**config.mk**
```make
export PLATFORM = sky130hd
export DESIGN_NAME = imem_fetch_sequencer
export DESIGN_NICKNAME = d
export VERILOG_FILES = /design/src/rtl/pipe_pkg.sv /design/src/rtl/imem_fetch_sequencer.sv
export SDC_FILE = /design/constraint.sdc
export NUM_CORES = 1
export LEC_CHECK = 0
export CORE_ASPECT_RATIO = 1.25
export CORE_MARGIN = 1
export CORE_UTILIZATION = 40
export CTS_CLUSTER_DIAMETER = 40
export DETAILED_ROUTE_END_ITERATION = 7
export PLACE_DENSITY = 0.73
export SLEW_MARGIN = 40
export SYNTH_ARGS = -nofsm -noshare
export SYNTH_HDL_FRONTEND = slang
export SYNTH_SLANG_ARGS = --single-unit
```
**constraint.sdc**
```tcl
create_clock -name clk -period 2.8 [get_ports clk]
set_clock_uncertainty 0.15 [all_clocks]
set_input_delay 0.56 -clock clk [delete_from_list [all_inputs] [get_ports clk]]
set_output_delay 0.56 -clock clk [all_outputs]
set_load 0.01 [all_outputs]
```
**src/rtl/pipe_pkg.sv**
```systemverilog
// Shared fetch-side types and constants for the instruction pipeline.
package pipe_pkg;
  typedef enum logic [1:0] {IDLE, LOAD, RUN, HALT} fetch_state_t;
  localparam int unsigned WORD_BYTES = 4;
  localparam logic [31:0] NOP = 32'h0;
endpackage

```
**src/rtl/imem_fetch_sequencer.sv**
```systemverilog
// Boot-loads instruction memory, then owns the PC and the IF/ID slot.
module imem_fetch_sequencer
  import pipe_pkg::*;
#(
  parameter int unsigned MEM_BYTES = 256,
  parameter int unsigned RESET_PC  = 0
) (
  input  logic        clk,
  input  logic        rst_n,
  input  logic        start,
  input  logic        load_valid,
  input  logic [31:0] load_data,
  input  logic        load_last,
  output logic        load_ready,
  output logic        mem_we,
  output logic [31:0] mem_waddr,
  output logic [31:0] mem_wdata,
  output logic [31:0] fetch_addr,
  input  logic [31:0] mem_rdata,
  input  logic        stall,
  input  logic        branch_taken,
  input  logic [31:0] branch_target,
  output logic        if_valid,
  output logic [31:0] if_instr,
  output logic [31:0] if_pc,
  output logic        done,
  output logic        err
);
  localparam logic [31:0] MEM_TOP = 32'(MEM_BYTES);
  localparam logic [31:0] LAST_W  = 32'(MEM_BYTES - WORD_BYTES);
  localparam logic [31:0] PC0     = 32'(RESET_PC);
  localparam logic [31:0] STEP    = 32'(WORD_BYTES);

  fetch_state_t state;
  logic [31:0]  pc, waddr, pc_inc;
  logic         accept, tgt_bad;

  // Load-path strobes are combinational so a word lands the cycle it is offered.
  assign load_ready = (state == LOAD);
  assign accept     = load_ready && load_valid;
  assign mem_we     = accept;
  assign mem_waddr  = waddr;
  assign mem_wdata  = load_data;
  assign fetch_addr = pc;
  assign pc_inc     = pc + STEP;
  assign tgt_bad    = (branch_target[1:0] != 2'b00) || (branch_target >= MEM_TOP);

  always_ff @(posedge clk or negedge rst_n) begin
    if (!rst_n) begin
      state    <= IDLE;
      pc       <= PC0;
      waddr    <= '0;
      if_valid <= 1'b0;
      if_instr <= NOP;
      if_pc    <= '0;
      done     <= 1'b0;
      err      <= 1'b0;
    end else begin
      case (state)
        IDLE: if (start) begin
          state <= LOAD;
          waddr <= '0;
        end
        LOAD: if (accept) begin
          waddr <= waddr + STEP;
          if (load_last) begin
            state <= RUN;
            pc    <= PC0;
          end else if (waddr == LAST_W) begin
            state <= HALT;
            err   <= 1'b1;
          end
        end
        RUN: begin
          // Redirect beats stall; the slot is squashed for one bubble.
          if (branch_taken) begin
            pc       <= branch_target;
            if_valid <= 1'b0;
            if (tgt_bad) begin
              state <= HALT;
              err   <= 1'b1;
            end
          end else if (!stall) begin
            if_instr <= mem_rdata;
            if_pc    <= pc;
            if_valid <= 1'b1;
            pc       <= pc_inc;
            if (pc_inc == MEM_TOP) begin
              state <= HALT;
              done  <= 1'b1;
            end
          end
        end
        default: if_valid <= 1'b0;
      endcase
    end
  end
endmodule

```
# Word level (Yosys, flattened, before mapping)
# Cells that the tools add are included.
# word_totals
register_bits,133
output_inout_bits,165
wordCells,70
input_bits,103
# classes
n_reduce_logical,15
muxes,26
magnitude_cmp,1
n_eq_ne,15
addsub,2
bitwise,3
# op_table
operator,count
$mux 32,6
$pmux 32 s2,2
$add 32x3->32 const B,2
$eq 32x8->1 const B,1
$eq 32x9->1 const B,1
$ge 32x9->1 const B,1
$mux 2,8
$ne 2x2->1 const B,5
$ne 3x3->1 const B,3
$reduce_and 4->1,2
$mux 1,7
$reduce_and 7->1,1
$pmux 2 s3,1
$reduce_and 3->1,2
$reduce_and 6->1,1
$reduce_bool 2->1,3
$ne 2x1->1 const B,2
$pmux 1 s2,2
$ne 3x2->1 const B,1
$not 1->1,3
$reduce_bool 3->1,1
$eq 2x1->1 const B,1
$eq 2x2->1 const B,1
$logic_not 2->1,1
other kinds (4),4

# Logic depth before layout (Yosys ltp)
# Gate-level depths: netlist of run 1.
# logic_depth
depth_word,6
mapped_depth,10
depth_no_buf,9

# Least setup slack after synthesis of run 1
# OpenSTA, ideal clock, no wires.
# synth_path
kind,register to register
start,reg pc[2] (netlist: fetch_addr[2])
end,reg state[1]
required_ns,2.524
stages_incl_launch_ff,10
setup_time_ns,0.126
arrival_time_ns,2.815
slack_ns,-0.292
n_path_buf,1
path_cell_list,dfrtp_1 ha_1 nand2_1 or3_1 buf_2 or4_4 or2_1 a2111oi_4 nand2_2 a311o_1
# synth_between
elab_chain_cells,4
# synth_rtl
element,line,source
"start, declared",imem_fetch_sequencer.sv:35,"logic [31:0] pc, waddr, pc_inc;"
"start signal, assigned",imem_fetch_sequencer.sv:77,pc <= branch_target;
"start signal, assigned",imem_fetch_sequencer.sv:87,pc <= pc_inc;
$add 32x3->32,imem_fetch_sequencer.sv:45,assign pc_inc = pc + STEP;
$eq 32x9->1,imem_fetch_sequencer.sv:88,if (pc_inc == MEM_TOP) begin
$ne 3x3->1 (no source line),-,
$reduce_and 7->1 (no source line),-,
"end signal, assigned",imem_fetch_sequencer.sv:50,state <= IDLE;
"end signal, assigned",imem_fetch_sequencer.sv:61,state <= LOAD;
"end signal, assigned",imem_fetch_sequencer.sv:89,state <= HALT;
"end, declared",imem_fetch_sequencer.sv:34,fetch_state_t state;
# No other way between the ends.
# A chain may end at the register's enable or synchronous reset.

# Worst setup path in the final report of run 1
# layout_path
start,reg pc[18] (netlist: fetch_addr[18])
end,reg state[1]
# Same word-level chain as after synthesis.

==> reports/metrics.cfg, run 1 <==
[floorplanning]
die_h_um = 152
floorplan.rows = 54
initial_core_util = 0.411
coreArea_sq_mm = 0.0176
fp.dieW_um = 122
dieArea_sq_mm = 0.0186
pin_count = 268

[setup_path]
crit_path_end_kind = flip-flop
crit_arrival_ns = 2.95
slowest_stage = or4_1
crit_path_cell_trace = nand4_1 -> or4_1 -> or3_1 -> a221oi_1 -> and4_4 -> nand2_2 -> a311o_1
path_buf_inv = 0
path_max_fanout = 4
startpoint_type = flip-flop
crit_type = flip-flop to flip-flop
critPathMaxStageDelay_ns = 0.61
cp.required_ns = 2.95
critPathTopFamily = simple AND/OR/NAND/NOR gates

[detailed_routing]
drc = 0
wl_per_cell_um = 17.6
postRouteWirelength_mm = 21.5
drtPass1Iterations = 5
final_antenna_net_count = 0
dr.first_iter.drc_count = 396
viasPerCell = 5.49
vias = 6701

[final_layout]
nNetsFinal = 1094
post-route-util = 0.596
num-fill-cells = 1504
drive_gt1_frac = 0.203
design_area_sq_mm = 0.0105
diodes = 0
syn2layout_area_growth_pct = 45.2

[yosys]
yosysWarningCount = 0
ys_types = 61
synthAdderAreaFrac = 0.0121
synthMuxAreaShare = 0.103
ys_async_sr_fraction = 1.00
synth_area_sq_mm = 0.00722
syn_inst = 756
synth_compound_area_frac = 0.128
ys_seq_elements = 131
synthXorXnorAreaFrac = 0.0340
synth_edf_count = 0
synth_top_family_by_area = simple AND/OR/NAND/NOR gates
synthSimpleGateAreaFrac = 0.196
synth_ff_type = dfrtp_1
ys_seq_area_frac = 0.454
syn_area_per_cell_sq_um = 9.54

[timing]
final-hold-violation-count = 0
final.period_utilization = 0.998
min_period_ns = 2.79
setup_viol = 0
fin_setup_tns_ns = 0
hold_slack_ns = 0.333
worst_slew_pin_slew_ns = 0.622
final_max_slew_viol_count = 0
relSlewSlack = 0.585
max_clock_freq_ghz = 0.358
rsz0062_at_grt = yes

[placement]
gp_congestion = 0.886
hpwlAfterDp_mm = 15.6
port_buffers = 201
placed_area_sq_mm = 0.00974

[power]
p_per_area_mw_per_mm2 = 957
leakagePower_nw = 4.40
power_mw = 10.0
ir_drop_uv = 419

[clock_network]
cts_tree = yes
cts_buffer_depth = 2
cts_buffers = 17
clock_latency_ns = 0.42
h-tree-depth = 4
cts.sinks = 131
clk_pin_slew_worst_paths_ns = 0.06
cts-root-buf = clkbuf_16

[global_route]
grt_pass1_vias = 6661
track_usage = 0.237
overflow = 0
grt_pass1_wl_mm = 34.1
antenna_found_initial = 1
grt_max_degree = 61

[min_path]
hold_class = flip-flop to flip-flop

[job]
maxCapViolations = 0

[status]
status = finished, final reports clean

-- path summary, 6_finish.rpt --
path,start,cells past startpoint,endpoint,slack (ns)
max in group asynchronous,rst_n,3,if_instr[8],1.41
max,fetch_addr[18],7,state[1],0.006
min reg2reg,done,1,done,0.33
min in group asynchronous,rst_n,2,if_pc[17],0.47
max reg2reg,fetch_addr[18],7,state[1],0.006
min,done,1,done,0.33
-- cell type report --
type / instances / area [sq um] / area share
well taps: 224 / 280 / 0.0268
clock inverters: 15 / 206 / 0.0197
multi-input cells: 525 / 3470 / 0.331
inverters: 19 / 71.3 / 0.00681
flip-flops and latches: 131 / 3280 / 0.313
repair buffers: 290 / 2750 / 0.262
clock buffers: 17 / 425 / 0.0406
-- worst register-to-register path, stage by stage (launching register included) --
cell and delay, ns:
dfrtp_1 0.37, nand4_1 0.17, or4_1 0.61, or3_1 0.38, a221oi_1 0.35, and4_4 0.29, nand2_2 0.07, a311o_1 0.28
-- flip-flops by register name, summed over array words and instances, names as in the netlist --
| name | flops |
|---|---|
| fetch_addr | 32 |
| if_instr | 32 |
| if_pc | 32 |
| mem_waddr | 30 |
| state | 2 |
| done | 1 |
| err | 1 |
| if_valid | 1 |
-- synth_stat cells (all sizes together) (8+ instances only) --
cell	count	area share
xor2	18	0.022
nand4	18	0.016
buf	48	0.044
clkbuf	34	0.018
o22ai	12	0.010
nand3	26	0.018
nor2	65	0.034
o31ai	10	0.010
nor3	20	0.014
inv	19	0.0099
nand2	68	0.036
mux2i	10	0.014
a21oi	24	0.017
dfrtp	131	0.45
xnor2	10	0.012
o21ai	53	0.037
or2	8	0.0069
nor4	23	0.021
mux2	57	0.089
a22o	10	0.012
and3	8	0.0069
-- kinds of logic after synthesis --
| logic type | after synthesis |
|---|---|
| xor+xnor | 28 |
| flops | 131 |
| other cells | 1 |
| mux | 67 |
| fa+ha+maj | 7 |
| compound gates | 143 |
| simple gates | 278 |
| buf+inv | 101 |
-- per-stage QoR --
stage                     setup slack (ns)  instances
after floorplan                    -0.0802        757
after global placement             -0.0476       1182
after detailed placement            -0.149       1182
after CTS                         0.000176       1215
after global routing               -0.0945       1221
final                              0.00627       1221
-- layout by cell type (no fill, tap or decap), drive strengths merged, types with 23 or more instances in the layout --
master and n:
nand3 26, dfrtp 131, mux2 57, clkdlybuf4s50 199
nand2 68, buf 90, a21oi 24, o21ai 53
nor2 65, nor4 23
-- where the power goes --
part / internal, mW / switching, mW / total, mW
clock: 1.50 / 0.893 / 2.39
sequential: 2.54 / 0.450 / 2.99
combinational: 2.43 / 2.22 / 4.65
-- metal layers --
metal  wire length [um]  up-vias  share of wire  track usage
li1                   -     3146              -            -
met1               8540     3229           0.40        0.280
met2              10800      272           0.50        0.404
met3               1510       52          0.070       0.0580
met4                631        2          0.029       0.0976
met5                 13        -        0.00061            0
-- what timing repair did --
action	in CTS	in global routing
hold endpoints to repair	41	0
gates resized for setup	2	7
setup buffers	0	6
setup endpoints to repair	2	3
pin swaps	0	1
hold buffers	1	0
gates cloned	0	0
(Power assumes the default switching activity.)
==> inputs of run 2 (changes only) <==
Settings changed: REMOVE_ABC_BUFFERS set to 1.
==> run 2 against run 1 <==
Core utilization barely moved. Via count increased by 1.3%. Sequential power is essentially flat. Cell count rose by 0.41%. Non-clock buffer count grew 7. Critical path depth up 1. Hold slack better by 0.00070 ns. Die area unchanged. Sequential share of layout area hardly changed. First-iteration DRC count up 31%. Clock power is 7% lower. Highest routed layer is now met4.
==> reports/metrics.cfg, run 2 (same netlist as run 1, synthesis figures left out) <==
[clock_network]
cts_buffer_depth = 2  ; unchanged
clock_latency_ns = 0.42  ; about the same
cts-root-buf = clkbuf_16
cts_buffers = 17  ; unchanged
cts_tree = yes
h-tree-depth = 4  ; unchanged
cts.sinks = 131  ; unchanged
clk_pin_slew_worst_paths_ns = 0.06  ; about the same

[detailed_routing]
drtPass1Iterations = 5  ; unchanged
dr.first_iter.drc_count = 520  ; +31%
postRouteWirelength_mm = 22.8  ; +6.5%
wl_per_cell_um = 18.6  ; +6.1%
drc = 0  ; unchanged
viasPerCell = 5.54  ; +0.89%
final_antenna_net_count = 0  ; unchanged
vias = 6788  ; +1.3%

[final_layout]
syn2layout_area_growth_pct = 45.1  ; about the same
post-route-util = 0.596  ; about the same
diodes = 0  ; unchanged
final_common_cell = clkdlybuf4s50_1
num-fill-cells = 1543  ; +2.6%
nNetsFinal = 1101  ; +0.64%
design_area_sq_mm = 0.0105  ; about the same
drive_gt1_frac = 0.209  ; +0.00598
layout_common_cells = clkdlybuf4s50_1, dfrtp_1, buf_4

[timing]
worst_slew_pin_slew_ns = 0.608  ; -0.0142 ns
max_clock_freq_ghz = 0.358  ; -0.12%
min_period_ns = 2.80  ; +0.00325 ns
final_max_slew_viol_count = 0  ; unchanged
final.period_utilization = 0.999  ; +0.00116
rsz0062_at_grt = yes
relSlewSlack = 0.595  ; +0.00946
final-hold-violation-count = 0  ; unchanged
hold_slack_ns = 0.333  ; +0.000698 ns
setup_viol = 0  ; unchanged

[global_route]
grt_pass1_wl_mm = 35.9  ; +5.2%
grt_pass1_vias = 6677  ; +0.24%
antenna_found_initial = 0  ; -1
overflow = 0  ; unchanged
track_usage = 0.251  ; +0.0146
grt_max_degree = 65  ; +6.6%

[setup_path]
cp.depth = 8  ; +1
crit_path_end_kind = flip-flop
worstReg2RegEnd = state[1]
critPathMaxStageDelay_ns = 0.49  ; -0.12 ns
slowest_stage = or4_4
startpoint_type = flip-flop
reg2reg_slack_ns = 0.003  ; about the same
reg2regPathDepth = 8  ; +1
r2r_start = fetch_addr[3]
crit_type = flip-flop to flip-flop
cp-endpoint = state[1]
critPathTopFamily = simple AND/OR/NAND/NOR gates
path_max_fanout = 2  ; -2
cp.required_ns = 2.95  ; about the same
worst_path_most_repeated_cell = nand2_2
crit_start = fetch_addr[3]
path_buf_inv = 0  ; unchanged
crit_path_cell_trace = ha_2 -> nand2_2 -> or3_4 -> or4_4 -> or2_4 -> a2111oi_4 -> nand2_2 -> a311o_1
crit_arrival_ns = 2.94  ; about the same

[placement]
gp_congestion = 0.904  ; +2.0%
hpwlAfterDp_mm = 16.9  ; +8.5%
port_buffers = 201  ; unchanged
placed_area_sq_mm = 0.00979  ; +0.50%

[min_path]
hold_class = flip-flop to flip-flop

[job]
maxCapViolations = 0  ; unchanged

[power]
ir_drop_uv = 490  ; +17%
p_per_area_mw_per_mm2 = 948  ; -1.0%
power_mw = 9.92  ; -1.1%
leakagePower_nw = 4.41  ; +0.16%

[floorplanning]
die_h_um = 152  ; unchanged
pin_count = 268  ; unchanged
fp.dieW_um = 122  ; unchanged
floorplan.rows = 54  ; unchanged
coreArea_sq_mm = 0.0176  ; unchanged
dieArea_sq_mm = 0.0186  ; unchanged
initial_core_util = 0.411  ; unchanged

[status]
status = finished, final reports clean

[run 2: changes by cell type in the layout (fill, tap and decap cells not counted), sizes merged]
cell | before | now
clkinv | 6 | 4
inv | 22 | 19
bufinv | 4 | 2
buf | 90 | 97
clkbuf | 17 | 22
[run 2: tightest hold or removal path, stage by stage (launching register included)]
cell     delay (ns)
dfrtp_1        0.35
inv_1          0.04
o31ai_1        0.05
[run 2: what timing repair did]
item                                    4_1_cts  5_1_grt
endpoints found under the hold margin         1        0
setup buffers                                 0        2
resized for setup                             4       13
hold buffers                                  1        0
pin swaps                                     3       14
endpoints found under the setup margin        4        4
[run 2: how the worst min path moves through the flow]
stage,slack (ns),start,cells after the start,endpoint
after detailed placement,0.31,err,2,err
after floorplan,0.11,rst_n,0,done
after global placement,0.31,if_pc[0],2,if_pc[0]
after CTS,0.34,err,2,err
final,0.33,err,2,err
after global routing,0.37,err,2,err
[run 2: through the flow]
stage	setup TNS, ns	std cells	setup slack (ns)
5_1_grt	-0.203	1226	-0.103
3_5_place_dp	-0.383	1193	-0.264
4_1_cts	-0.0418	1224	-0.0418
6_report	0	1226	0.00302
3_3_place_gp	-0.173	1193	-0.153
2_1_floorplan	-112.20	675	-2.13
[run 2: metal layers]
metal	part of all wire	global-route usage	wire, um	up-vias
met5	0	0.0136	0	-
met2	0.46	0.389	10500	299
li1	-	-	-	3160
met1	0.42	0.316	9550	3295
met4	0.019	0.0807	441	0
met3	0.10	0.101	2310	34
[run 2: area by class of cell]
type	instances	area, sq um	share of cell area
multi-input cells	525	3490	0.334
flip-flops and latches	131	3280	0.313
repair buffers	297	2760	0.263
clock buffers	22	484	0.0463
well taps	224	280	0.0268
clock inverters	8	103	0.00980
inverters	19	71.3	0.00681
[run 2: power by group]
group / leakage [nW] / total (mW) / switching, mW / internal [mW]
Combinational: 2.38 / 4.75 / 2.29 / 2.46
Clock: 0.284 / 2.22 / 0.822 / 1.39
Sequential: 1.75 / 2.96 / 0.419 / 2.54
Total: 4.41 / 9.92 / 3.53 / 6.39
==> inputs of run 3 (changes only) <==
Settings changed: CORE_MARGIN 1 to not set, PLACE_DENSITY 0.73 to 0.7.
Clock period 2.8 ns to 2.6 ns, I/O delays scaled along.
==> run 3 against run 2 <==
The flow now finishes with violations (negative setup slack). Worst setup slack got worse by 0.13 ns. Register-to-register slack got worse by 0.13 ns. Sequential power increased by 7.1%. Critical path type unchanged.
==> reports/metrics.cfg, run 3 (same netlist as run 1, synthesis figures left out) <==
[setup_path]
crit_type = flip-flop to flip-flop
critPathMaxStageDelay_ns = 0.49  ; about the same
slowest_stage = or4_4
critPathTopFamily = simple AND/OR/NAND/NOR gates
startpoint_type = flip-flop
crit_arrival_ns = 2.88  ; -0.06 ns
crit_path_end_kind = flip-flop
reg2reg_slack_ns = -0.13  ; -0.13 ns
path_max_fanout = 3  ; +1
crit_path_cell_trace = nand4_2 -> or3_4 -> or4_4 -> or2_4 -> a2111oi_4 -> nand2_2 -> a311o_1
path_buf_inv = 0  ; unchanged
cp.required_ns = 2.75  ; -0.20 ns

[job]
maxCapViolations = 0  ; unchanged

[final_layout]
drive_gt1_frac = 0.235  ; +0.0266
stdcell_count = 1253  ; +2.2%
final_common_cell = clkdlybuf4s50_1
layout_common_cells = clkdlybuf4s50_1, dfrtp_1, buf_4
design_area_sq_mm = 0.0107  ; +2.6%
diodes = 0  ; unchanged
syn2layout_area_growth_pct = 48.8
nNetsFinal = 1126  ; +2.3%

[power]
leakagePower_nw = 4.58  ; +3.9%
intPower_mw = 7.02  ; +9.9%
pwr-share-clk = 0.226  ; +0.003
p_comb_frac = 0.484  ; +0.006
sw_frac_of_total = 0.358  ; +0.00200
p_seq_frac = 0.290  ; -0.008
ir_drop_uv = 492  ; +0.48%
p_per_area_mw_per_mm2 = 1020  ; +7.5%
p_sw_mw = 3.92  ; +11%
power_mw = 10.9  ; +10%

[detailed_routing]
vias = 6870  ; +1.2%
postRouteWirelength_mm = 23.3  ; +2.0%
final_antenna_net_count = 0  ; unchanged
dr_wl_met3_mm = 2.06  ; -11%
drc = 0  ; unchanged
wl_per_cell_um = 18.6  ; -0.15%
dr.first_iter.drc_count = 460  ; -12%
wl_met1_mm = 9.84  ; +3.0%
wl_met2_mm = 11.0  ; +4.2%
top_layer = met4
drtPass1Iterations = 5  ; unchanged
viasPerCell = 5.48  ; -0.97%

[status]
violations = negative setup slack
status = complete, but fails checks

[timing]
final.period_utilization = 1.05  ; +0.0505
timing.final.ws_setup_ns = -0.129  ; -0.132 ns
setup_viol = 3  ; +3
max_clock_freq_ghz = 0.367  ; +2.5%
min_period_ns = 2.73  ; -0.0685 ns
final_max_slew_viol_count = 0  ; unchanged
relSlewSlack = 0.571  ; -0.0232
final-hold-violation-count = 0  ; unchanged
rsz0062_at_grt = yes
worst_slew_pin_slew_ns = 0.643  ; +0.0348 ns

[clock_network]
h-tree-depth = 4  ; unchanged
cts_tree = yes
cts.sinks = 131  ; unchanged
clk_pin_slew_worst_paths_ns = 0.06  ; about the same
cts_buffers = 17  ; unchanged
cts_buffer_depth = 2  ; unchanged
clock_latency_ns = 0.42  ; about the same
cts-root-buf = clkbuf_16

[floorplanning]
dieArea_sq_mm = 0.0186  ; unchanged
pin_count = 268  ; unchanged
initial_core_util = 0.411  ; unchanged
floorplan.rows = 54  ; unchanged
fp.dieW_um = 122  ; unchanged
coreArea_sq_mm = 0.0176  ; unchanged
die_h_um = 152  ; unchanged

[global_route]
grt_pass1_vias = 6722  ; +0.67%
track_usage = 0.253  ; +0.00226
grt_pass1_wl_mm = 36.0  ; +0.42%
grt_max_degree = 61  ; -6.2%
antenna_found_initial = 0  ; unchanged
overflow = 0  ; unchanged

[placement]
port_buffers = 201  ; unchanged
placed_area_sq_mm = 0.0100  ; +2.1%
dp.cells = 1216  ; +1.9%
gp_congestion = 0.882  ; -2.4%
hpwlAfterDp_mm = 16.9  ; -0.14%

[min_path]
hold_class = flip-flop to flip-flop

## run 3: worst paths after layout
path                          startpoint              to  depth (start not counted)
setup reg to reg           fetch_addr[6]        state[1]                          7
max in group asynchronous          rst_n  fetch_addr[27]                          3
setup / recovery           fetch_addr[6]        state[1]                          7
hold reg to reg                 if_pc[1]        if_pc[1]                          2
min in group asynchronous          rst_n     if_instr[5]                          2
hold / removal                  if_pc[1]        if_pc[1]                          2
## run 3: what timing repair did
item | in CTS | in global routing
hold buffers | 1 | 0
buffers inserted | 1 | 3
gates resized for setup | 13 | 11
endpoints found under the setup margin | 5 | 12
pin swaps | 12 | 7
endpoints found under the hold margin | 50 | 0
## run 3: cell type report
type / instances / area [sq um]
clock buffer: 17 / 425
clock inverter: 15 / 181
fill: 1502 / 6830
inverter: 19 / 71.3
multi-input combinational: 525 / 3520
sequential: 131 / 3280
tap: 224 / 280
timing repair buffer: 322 / 2980
## run 3: power by group through the flow
| stage | Sequential [mW] | Clock, mW | Combinational, mW |
|---|---|---|---|
| finish | 3.17 | 2.47 | 5.30 |
| global route | 3.28 | 2.61 | 5.70 |
| CTS | 3.18 | 2.52 | 5.28 |
| detailed placement | 3.21 | 0 | 5.20 |
| global placement | 3.17 | 0 | 5.13 |
| floorplan | 3.67 | 0 | 1.76 |
## run 3: metrics by stage
stage / setup WS [ns] / utilization / setup TNS, ns / hold WS [ns]
after global placement: -0.461 / 0.569 / -2.47 / 0.320
after detailed placement: -0.520 / 0.569 / -3.01 / 0.328
final: -0.129 / 0.611 / -0.222 / 0.336
after global routing: -0.218 / 0.611 / -0.718 / 0.363
after CTS: -0.136 / 0.607 / -0.243 / 0.342
after floorplan: -2.33 / - / -132.68 / 0.0744
## run 3: metal layers
layer | global-route usage | up-vias
met2 | 0.397 | 291
li1 | - | 3214
met1 | 0.317 | 3335
met3 | 0.0951 | 30
met4 | 0.0859 | 0
met5 | 0.0136 | -
## run 3: worst register-to-register path, delay by kind of cell, from the launching register on
kind             cells  cell delay (ns)
flip-flops           1             0.37
AO/OA/AOI/OAI        2             0.67
AND/OR/NAND/NOR      5             1.41
